<file path="src/rtl/control_sequencer_if.sv">
// Bundle between the instruction sequencer and the datapath it steers.
// Latency: none (wires only). Backpressure: none here; memory wait is mem_ready.
// Ports: run/mem_ready/ir flow into the sequencer; strobes, ALU op and
//        register-file selects flow out. master = sequencer, slave = datapath side.
interface control_sequencer_if;
    // sequencer inputs
    logic        run;
    logic        mem_ready;
    logic [31:0] ir;

    // datapath strobes
    logic        pc_out;
    logic        zlo_out;
    logic        zhi_out;
    logic        mdr_out;
    logic        mar_enable;
    logic        z_enable;
    logic        lo_enable;
    logic        hi_enable;
    logic        pc_enable;
    logic        mdr_enable;
    logic        read;
    logic        ir_enable;
    logic        y_enable;
    logic        pc_increment;

    // ALU and register file control
    logic [4:0]  op_code;
    logic        rf_in;
    logic        rf_out;
    logic [3:0]  rf_in_sel;
    logic [3:0]  rf_out_sel;

    // status
    logic        busy;
    logic        illegal;

    modport master (
        input  run, mem_ready, ir,
        output pc_out, zlo_out, zhi_out, mdr_out, mar_enable, z_enable,
               lo_enable, hi_enable, pc_enable, mdr_enable, read, ir_enable,
               y_enable, pc_increment, op_code, rf_in, rf_out, rf_in_sel,
               rf_out_sel, busy, illegal
    );

    modport slave (
        output run, mem_ready, ir,
        input  pc_out, zlo_out, zhi_out, mdr_out, mar_enable, z_enable,
               lo_enable, hi_enable, pc_enable, mdr_enable, read, ir_enable,
               y_enable, pc_increment, op_code, rf_in, rf_out, rf_in_sel,
               rf_out_sel, busy, illegal
    );
endinterface

</file>
<file path="src/rtl/control_sequencer.sv">
// Multi-cycle control sequencer: fetch (T0-T2) then execute (T3-T5[/T6]) one instruction.
// Latency: 6 cycles per ALU instruction with no memory wait, 7 for mul/div, +1 per stall cycle.
// Backpressure: T1 holds while mem_ready=0; run=0 parks the sequencer in IDLE between instructions.
// Ports: clk, clr (async active-low reset, synchronously released), bus (control_sequencer_if.master).
// Option: define CTRL_MULDIV_EN to add the mul/div (opcodes 15/16) LO/HI write-back through T6;
//         without it those opcodes are illegal and zhi_out/lo_enable/hi_enable are tied low.
module control_sequencer (
    input  logic                       clk,
    input  logic                       clr,
    control_sequencer_if.master        bus
);

    typedef enum logic [2:0] {
        IDLE, T0, T1, T2, T3, T4, T5
`ifdef CTRL_MULDIV_EN
        , T6
`endif
    } state_t;

    // Every state-decoded output is registered from the next-state decode so
    // the outputs track the registered state with no decode glitches.
    typedef struct packed {
        logic       busy, illegal, pc_out, zlo_out, mdr_out, mar_enable, z_enable;
        logic       read, ir_enable, y_enable, pc_increment, rf_in, rf_out;
`ifdef CTRL_MULDIV_EN
        logic       zhi_out, lo_enable, hi_enable;
`endif
        logic [4:0] op_code;
        logic [3:0] rf_in_sel;
        logic [3:0] rf_out_sel;
    } strb_t;

    // Reset: assert asynchronously, release through two flops so the first
    // state change never lands on the edge that releases reset.
    logic [1:0] rst_sync_q;
    logic       rst_n;

    always_ff @(posedge clk or negedge clr) begin
        if (!clr) begin
            rst_sync_q <= 2'b00;
        end else begin
            rst_sync_q <= {rst_sync_q[0], 1'b1};
        end
    end

    assign rst_n = rst_sync_q[1];

    // Instruction fields
    logic [4:0] opc;
    logic [3:0] ra, rb, rc;
    logic       ir_unused;

    assign opc       = bus.ir[31:27];
    assign ra        = bus.ir[26:23];
    assign rb        = bus.ir[22:19];
    assign rc        = bus.ir[18:15];
    assign ir_unused = ^bus.ir[14:0];

    function automatic logic is_legal(input logic [4:0] op);
        logic legal;
        legal = ((op >= 5'd3) && (op <= 5'd11)) || (op == 5'd17) || (op == 5'd18);
`ifdef CTRL_MULDIV_EN
        legal = legal || (op == 5'd15) || (op == 5'd16);
`endif
        return legal;
    endfunction

`ifdef CTRL_MULDIV_EN
    function automatic logic is_muldiv(input logic [4:0] op);
        return (op == 5'd15) || (op == 5'd16);
    endfunction
`endif

    // neg/not are unary: operand comes from rb in T4 and Y is never loaded.
    logic unary;
    assign unary = (opc == 5'd17) || (opc == 5'd18);

    state_t state_q, state_d;
    strb_t  out_q, out_d;
    state_t end_state;

    // Instruction-boundary decision; run is only looked at here and in IDLE.
    assign end_state = bus.run ? T0 : IDLE;

    always_comb begin
        state_d = state_q;
        case (state_q)
            IDLE:    state_d = bus.run ? T0 : IDLE;
            T0:      state_d = T1;
            T1:      state_d = bus.mem_ready ? T2 : T1;
            T2:      state_d = T3;
            // out_q.illegal is only ever high in T3: the illegal pulse ends the instruction
            T3:      state_d = out_q.illegal ? end_state : T4;
            T4:      state_d = T5;
`ifdef CTRL_MULDIV_EN
            T5:      state_d = is_muldiv(opc) ? T6 : end_state;
            T6:      state_d = end_state;
`else
            T5:      state_d = end_state;
`endif
            default: state_d = IDLE;
        endcase
    end

    always_comb begin
        out_d      = '0;
        out_d.busy = (state_d != IDLE);
        case (state_d)
            T0: begin
                out_d.pc_out       = 1'b1;
                out_d.mar_enable   = 1'b1;
                out_d.pc_increment = 1'b1;
                out_d.z_enable     = 1'b1;
            end
            T1: begin
                out_d.read = 1'b1;
            end
            T2: begin
                out_d.mdr_out   = 1'b1;
                out_d.ir_enable = 1'b1;
            end
            T3: begin
                // Decoded while still in T2, i.e. on the opcode seen at the end of T2.
                if (!is_legal(opc)) begin
                    out_d.illegal = 1'b1;
                end else if (!unary) begin
                    out_d.rf_out     = 1'b1;
                    out_d.rf_out_sel = rb;
                    out_d.y_enable   = 1'b1;
                end
            end
            T4: begin
                out_d.z_enable   = 1'b1;
                out_d.op_code    = opc;
                out_d.rf_out     = 1'b1;
                out_d.rf_out_sel = unary ? rb : rc;
            end
            T5: begin
                out_d.zlo_out = 1'b1;
`ifdef CTRL_MULDIV_EN
                if (is_muldiv(opc)) begin
                    out_d.lo_enable = 1'b1;
                end else begin
                    out_d.rf_in     = 1'b1;
                    out_d.rf_in_sel = ra;
                end
`else
                out_d.rf_in     = 1'b1;
                out_d.rf_in_sel = ra;
`endif
            end
`ifdef CTRL_MULDIV_EN
            T6: begin
                out_d.zhi_out   = 1'b1;
                out_d.hi_enable = 1'b1;
            end
`endif
            default: ;
        endcase
    end

    always_ff @(posedge clk or negedge rst_n) begin
        if (!rst_n) begin
            state_q <= IDLE;
            out_q   <= '0;
        end else begin
            state_q <= state_d;
            out_q   <= out_d;
        end
    end

    // The memory-accept strobes can only fire in the cycle mem_ready is seen,
    // so they are qualified live by mem_ready while the registered state is T1.
    logic t1_accept;
    assign t1_accept = (state_q == T1) && bus.mem_ready;

    assign bus.busy         = out_q.busy;
    assign bus.illegal      = out_q.illegal;
    assign bus.pc_out       = out_q.pc_out;
    assign bus.zlo_out      = out_q.zlo_out | t1_accept;
    assign bus.mdr_out      = out_q.mdr_out;
    assign bus.mar_enable   = out_q.mar_enable;
    assign bus.z_enable     = out_q.z_enable;
    assign bus.pc_enable    = t1_accept;
    assign bus.mdr_enable   = t1_accept;
    assign bus.read         = out_q.read;
    assign bus.ir_enable    = out_q.ir_enable;
    assign bus.y_enable     = out_q.y_enable;
    assign bus.pc_increment = out_q.pc_increment;
    assign bus.rf_in        = out_q.rf_in;
    assign bus.rf_out       = out_q.rf_out;
    assign bus.op_code      = out_q.op_code;
    assign bus.rf_in_sel    = out_q.rf_in_sel;
    assign bus.rf_out_sel   = out_q.rf_out_sel;
`ifdef CTRL_MULDIV_EN
    assign bus.zhi_out      = out_q.zhi_out;
    assign bus.lo_enable    = out_q.lo_enable;
    assign bus.hi_enable    = out_q.hi_enable;
`else
    assign bus.zhi_out      = 1'b0;
    assign bus.lo_enable    = 1'b0;
    assign bus.hi_enable    = 1'b0;
`endif

endmodule

</file>
<file path="src/flat_wrapper.sv">
// flat-port wrapper written by rule: the top's interface ports become plain ports
module control_sequencer_flat 
  (clk, clr, bus_run, bus_mem_ready, bus_ir, bus_pc_out, bus_zlo_out, bus_zhi_out, bus_mdr_out, bus_mar_enable, bus_z_enable, bus_lo_enable, bus_hi_enable, bus_pc_enable, bus_mdr_enable, bus_read, bus_ir_enable, bus_y_enable, bus_pc_increment, bus_op_code, bus_rf_in, bus_rf_out, bus_rf_in_sel, bus_rf_out_sel, bus_busy, bus_illegal);
  control_sequencer_if bus_i ();
  input  logic clk;
  input  logic clr;
  input wire logic [$bits(bus_i.run)-1:0] bus_run;
  input wire logic [$bits(bus_i.mem_ready)-1:0] bus_mem_ready;
  input wire logic [$bits(bus_i.ir)-1:0] bus_ir;
  output wire logic [$bits(bus_i.pc_out)-1:0] bus_pc_out;
  output wire logic [$bits(bus_i.zlo_out)-1:0] bus_zlo_out;
  output wire logic [$bits(bus_i.zhi_out)-1:0] bus_zhi_out;
  output wire logic [$bits(bus_i.mdr_out)-1:0] bus_mdr_out;
  output wire logic [$bits(bus_i.mar_enable)-1:0] bus_mar_enable;
  output wire logic [$bits(bus_i.z_enable)-1:0] bus_z_enable;
  output wire logic [$bits(bus_i.lo_enable)-1:0] bus_lo_enable;
  output wire logic [$bits(bus_i.hi_enable)-1:0] bus_hi_enable;
  output wire logic [$bits(bus_i.pc_enable)-1:0] bus_pc_enable;
  output wire logic [$bits(bus_i.mdr_enable)-1:0] bus_mdr_enable;
  output wire logic [$bits(bus_i.read)-1:0] bus_read;
  output wire logic [$bits(bus_i.ir_enable)-1:0] bus_ir_enable;
  output wire logic [$bits(bus_i.y_enable)-1:0] bus_y_enable;
  output wire logic [$bits(bus_i.pc_increment)-1:0] bus_pc_increment;
  output wire logic [$bits(bus_i.op_code)-1:0] bus_op_code;
  output wire logic [$bits(bus_i.rf_in)-1:0] bus_rf_in;
  output wire logic [$bits(bus_i.rf_out)-1:0] bus_rf_out;
  output wire logic [$bits(bus_i.rf_in_sel)-1:0] bus_rf_in_sel;
  output wire logic [$bits(bus_i.rf_out_sel)-1:0] bus_rf_out_sel;
  output wire logic [$bits(bus_i.busy)-1:0] bus_busy;
  output wire logic [$bits(bus_i.illegal)-1:0] bus_illegal;
  assign bus_i.run = bus_run;
  assign bus_i.mem_ready = bus_mem_ready;
  assign bus_i.ir = bus_ir;
  assign bus_pc_out = bus_i.pc_out;
  assign bus_zlo_out = bus_i.zlo_out;
  assign bus_zhi_out = bus_i.zhi_out;
  assign bus_mdr_out = bus_i.mdr_out;
  assign bus_mar_enable = bus_i.mar_enable;
  assign bus_z_enable = bus_i.z_enable;
  assign bus_lo_enable = bus_i.lo_enable;
  assign bus_hi_enable = bus_i.hi_enable;
  assign bus_pc_enable = bus_i.pc_enable;
  assign bus_mdr_enable = bus_i.mdr_enable;
  assign bus_read = bus_i.read;
  assign bus_ir_enable = bus_i.ir_enable;
  assign bus_y_enable = bus_i.y_enable;
  assign bus_pc_increment = bus_i.pc_increment;
  assign bus_op_code = bus_i.op_code;
  assign bus_rf_in = bus_i.rf_in;
  assign bus_rf_out = bus_i.rf_out;
  assign bus_rf_in_sel = bus_i.rf_in_sel;
  assign bus_rf_out_sel = bus_i.rf_out_sel;
  assign bus_busy = bus_i.busy;
  assign bus_illegal = bus_i.illegal;
  control_sequencer u_core (.clk(clk), .clr(clr), .bus(bus_i));
endmodule
</file>
<file path="config.mk">
export PLATFORM = sky130hd
export DESIGN_NAME = control_sequencer_flat
export DESIGN_NICKNAME = d
export VERILOG_FILES = /design/src/rtl/control_sequencer_if.sv /design/src/rtl/control_sequencer.sv /design/src/flat_wrapper.sv
export SDC_FILE = /design/constraint.sdc
export NUM_CORES = 1
export LEC_CHECK = 0
export CORE_ASPECT_RATIO = 1.5
export CORE_MARGIN = 4
export CORE_UTILIZATION = 35
export DETAILED_ROUTE_END_ITERATION = 10
export PLACE_DENSITY = 0.76
export SLEW_MARGIN = 20
export SYNTH_ARGS = -nofsm -noshare
export SYNTH_HDL_FRONTEND = slang
export SYNTH_SLANG_ARGS = --single-unit
</file>
<file path="constraint.sdc">
create_clock -name clk -period 1.2 [get_ports clk]
set_input_delay 0.24 -clock clk [delete_from_list [all_inputs] [get_ports clk]]
set_output_delay 0.24 -clock clk [all_outputs]
set_load 0.02 [all_outputs]
</file>
==> flow_summary.yaml <==
worst_setup_path:
  path_buf_inv: 1
  crit-reg2reg-capture: "u_core.bus.rf_out_sel[3]"
  crit_family: "simple AND/OR/NAND/NOR gates"
  crit_path_cell_trace: "nand2b_4 > nor3b_4 > or2_4 > buf_6"
  endpoint_kind: "output port"
  required_ns: 0.96
  r2r_slack_ns: -0.17
  endpoint: "bus_zlo_out"
  cpMaxStageDelayCell: "dfrtp_1"
  cpPeakStageDelay_ns: 0.39
  critPathArrivalTime_ns: 1.25
  start_kind: "flop"
  reg2regPathDepth: 5
  path_depth: 4
  critPathKind: "reg2out"
  critPathMaxFanout: 3
  crit_path_start: "u_core.state_q[2]"
  r2r_start: "u_core.state_q[0]"
place:
  dp_hpwl_microns: 2140
  placement.io_buffers: 48
  gp_congestion: 0.768
  place_inst: 204
cts:
  clock_sinks: 27
  insertion_delay_ns: 0.27
  clk_path_buf_depth: 2
  htreeDepth: 1
  tritoncts: "done"
  cts-root-buf: "clkbuf_8"
  clk_pin_slew_ns: 0.08
  cts-buffers-inserted: 3
  postCtsHoldBufs: 0
detailed_routing:
  ant_nets: 0
  initialDrtViolationCount: 53
  wl_per_cell_microns: 13.1
  routed_wl_microns: 2760
  dr_total_vias: 1038
  drt-pass1-iter-count: 4
  avgViaCountPerCell: 4.92
  post-route-drc-count: 0
logic_synthesis:
  yosys.cell_types.count: 39
  synth_common_cells: "dfrtp_1 (27), and2_1 (8), nand4_1 (8)"
  yosys-mux-area-fraction_pct: 0
  synth.avg_cell_area_sq_um: 11.7
  synth_top_family_by_area: "simple AND/OR/NAND/NOR gates"
  syn-cell-area_sq_um: 1240
  syn_inst: 106
  synth_area_leaders: "dfrtp_1 (54%), buf_4 (4.2%), and2_1 (4.0%)"
  synth_fa_ha_area_share_pct: 0
  synth_top_cell_area_share_pct: 54.4
  yosys.area_share.simple_pct: 26.1
  synth_edf_count: 0
  synth.most_common_cell: "dfrtp_1"
  synth-seq-cells: 27
  synth_compound_area_share_pct: 10.1
  yosys.area.top_type: "dfrtp_1"
  ys_warn_count: 0
  synth_xor_area_share_pct: 1.41
  async_flop_share_pct: 100
  synth_ff_type: "dfrtp_1"
  ys_seq_area_share_pct: 54.4
sta:
  slew_violations: 0
  finalSetupViolCount: 17
  rsz0062_at_grt: "yes"
  fmax_mhz: 671
  skew_ns: 0.00505
  setup_tns_ns: -2.38
  layout_min_cycle_time_ns: 1.49
  fin_crit_sh_pct: 124
  hold_viol_final: 0
  fin_ws_ns: -0.291
grt:
  grt_usage_pct: 12.4
  grt.overflow.total: 0
  antenna_found_initial: 0
  grt_max_degree: 26
  grt_pass1_vias: 1010
  grt_pass1_wl_microns: 4440
outcome:
  failed_checks: "negative setup slack"
  status: "finished, violations left"
floorplanning:
  dieArea_sq_um: 4590
  num_rows: 26
  coreArea_sq_um: 3420
  initial_core_util_pct: 36.4
  chipWidth_microns: 56.6
  ios: 67
  die_h_microns: 81.0
finish:
  fillCellCount: 316
  layout-drive-gt1-share_pct: 31.4
  nets: 206
  regArea_sq_um: 678
  antenna_cells: 0
  multi_input_area_sq_um: 546
  fin_cells: 211
  area_delta_synth_final_pct: 56.0
power:
  power_leakage_nw: 0.895
  power_density_nw_per_um2: 1790
  peakVddDrop_mv: 0.981
run:
  maxCapViolations: 0
hold_path:
  hold_path_class: "in2async"
## metal layers
layer	share of wire [%]	global-route usage (%)	routed length, microns	vias to the layer above
met3	8.5	2.54	235	4
met2	55	24.9	1510	43
met4	1.3	4.75	37	0
li1	-	-	-	492
met1	36	12.0	982	499
met5	0	0	0	-
## layout by cell type, fill, tap and decap left out, types with 2 or more instances in the layout
master,synthesis,layout
a21oi_1,2,2
and2_1,8,8
buf_2,1,3
buf_4,7,18
buf_6,2,2
clkbuf_2,1,4
clkbuf_8,0,3
clkdlybuf4s15_1,0,18
clkdlybuf4s15_2,0,2
clkdlybuf4s50_1,0,19
conb_1,2,4
dfrtp_1,27,25
dfrtp_2,0,2
nand2b_1,3,2
nand3_1,4,4
nand3b_1,2,2
nand4_1,8,8
nor2_1,4,2
nor2_2,0,2
nor2b_2,0,2
nor3b_1,3,2
o211a_1,2,2
o211ai_1,4,4
o21ai_2,0,2
## report_power, final
part / internal, mW / switching, mW
clock network: 0.237 / 0.245
registers: 1.12 / 0.108
logic: 0.836 / 0.926
total: 2.19 / 1.28
## worst min-delay path by stage
| stage | start | to | slack (ns) |
|---|---|---|---|
| final | clr | u_core.rst_sync_q[0] | 0.14 |
| after global routing | clr | u_core.rst_sync_q[0] | 0.13 |
| after CTS | clr | u_core.rst_sync_q[0] | 0.13 |
| after detailed placement | u_core.rst_sync_q[1] | u_core.bus.op_code[4] | 0.23 |
| after global placement | u_core.rst_sync_q[1] | u_core.bus.rf_in_sel[0] | 0.22 |
| after floorplan | clr | u_core.rst_sync_q[0] | -0.06 |
## logic make-up after synthesis
family / Yosys count
XOR/XNOR: 2
AO/OA/AOI/OAI: 16
buffers and inverters: 13
other: 2
AND/OR/NAND/NOR: 46
flip-flops: 27
## area by class of cell
class                           instances  share of cell area [%]
Clock buffer                            4                    2.32
Timing Repair Buffer                   68                    31.4
Sequential cell                        27                    35.0
Multi-Input combinational cell         68                    28.1
Tap cell                               42                    2.71
Inverter                                2                   0.387
## what timing repair did
action / in CTS / in global routing
cloned: 0 / 1
resized for setup: 65 / 25
setup endpoints to repair: 47 / 38
hold endpoints to repair: 0 / 0
buffers inserted: 2 / 1
pin swaps: 3 / 4
## sequential cells by signal, indices dropped and copies added (netlist names), 2 cells and up
signal / flops
u_core.bus.rf_out_sel: 4
u_core.state_q: 3
u_core.rst_sync_q: 2
u_core.bus.op_code: 5
u_core.bus.rf_in_sel: 4
## per-stage QoR
stage	worst slack (ns)	util [%]	hold slack (ns)	total power, mW	cell area [sq um]
after CTS	-0.323	56.0	0.134	3.38	1910
after global placement	-0.693	54.1	0.219	2.83	1850
after floorplan	-0.179	-	-0.0556	2.18	1270
after global routing	-0.353	56.7	0.134	3.68	1940
final	-0.291	56.7	0.136	3.47	1940
after detailed placement	-0.700	54.1	0.229	2.88	1850
(Power assumes the default switching activity.)
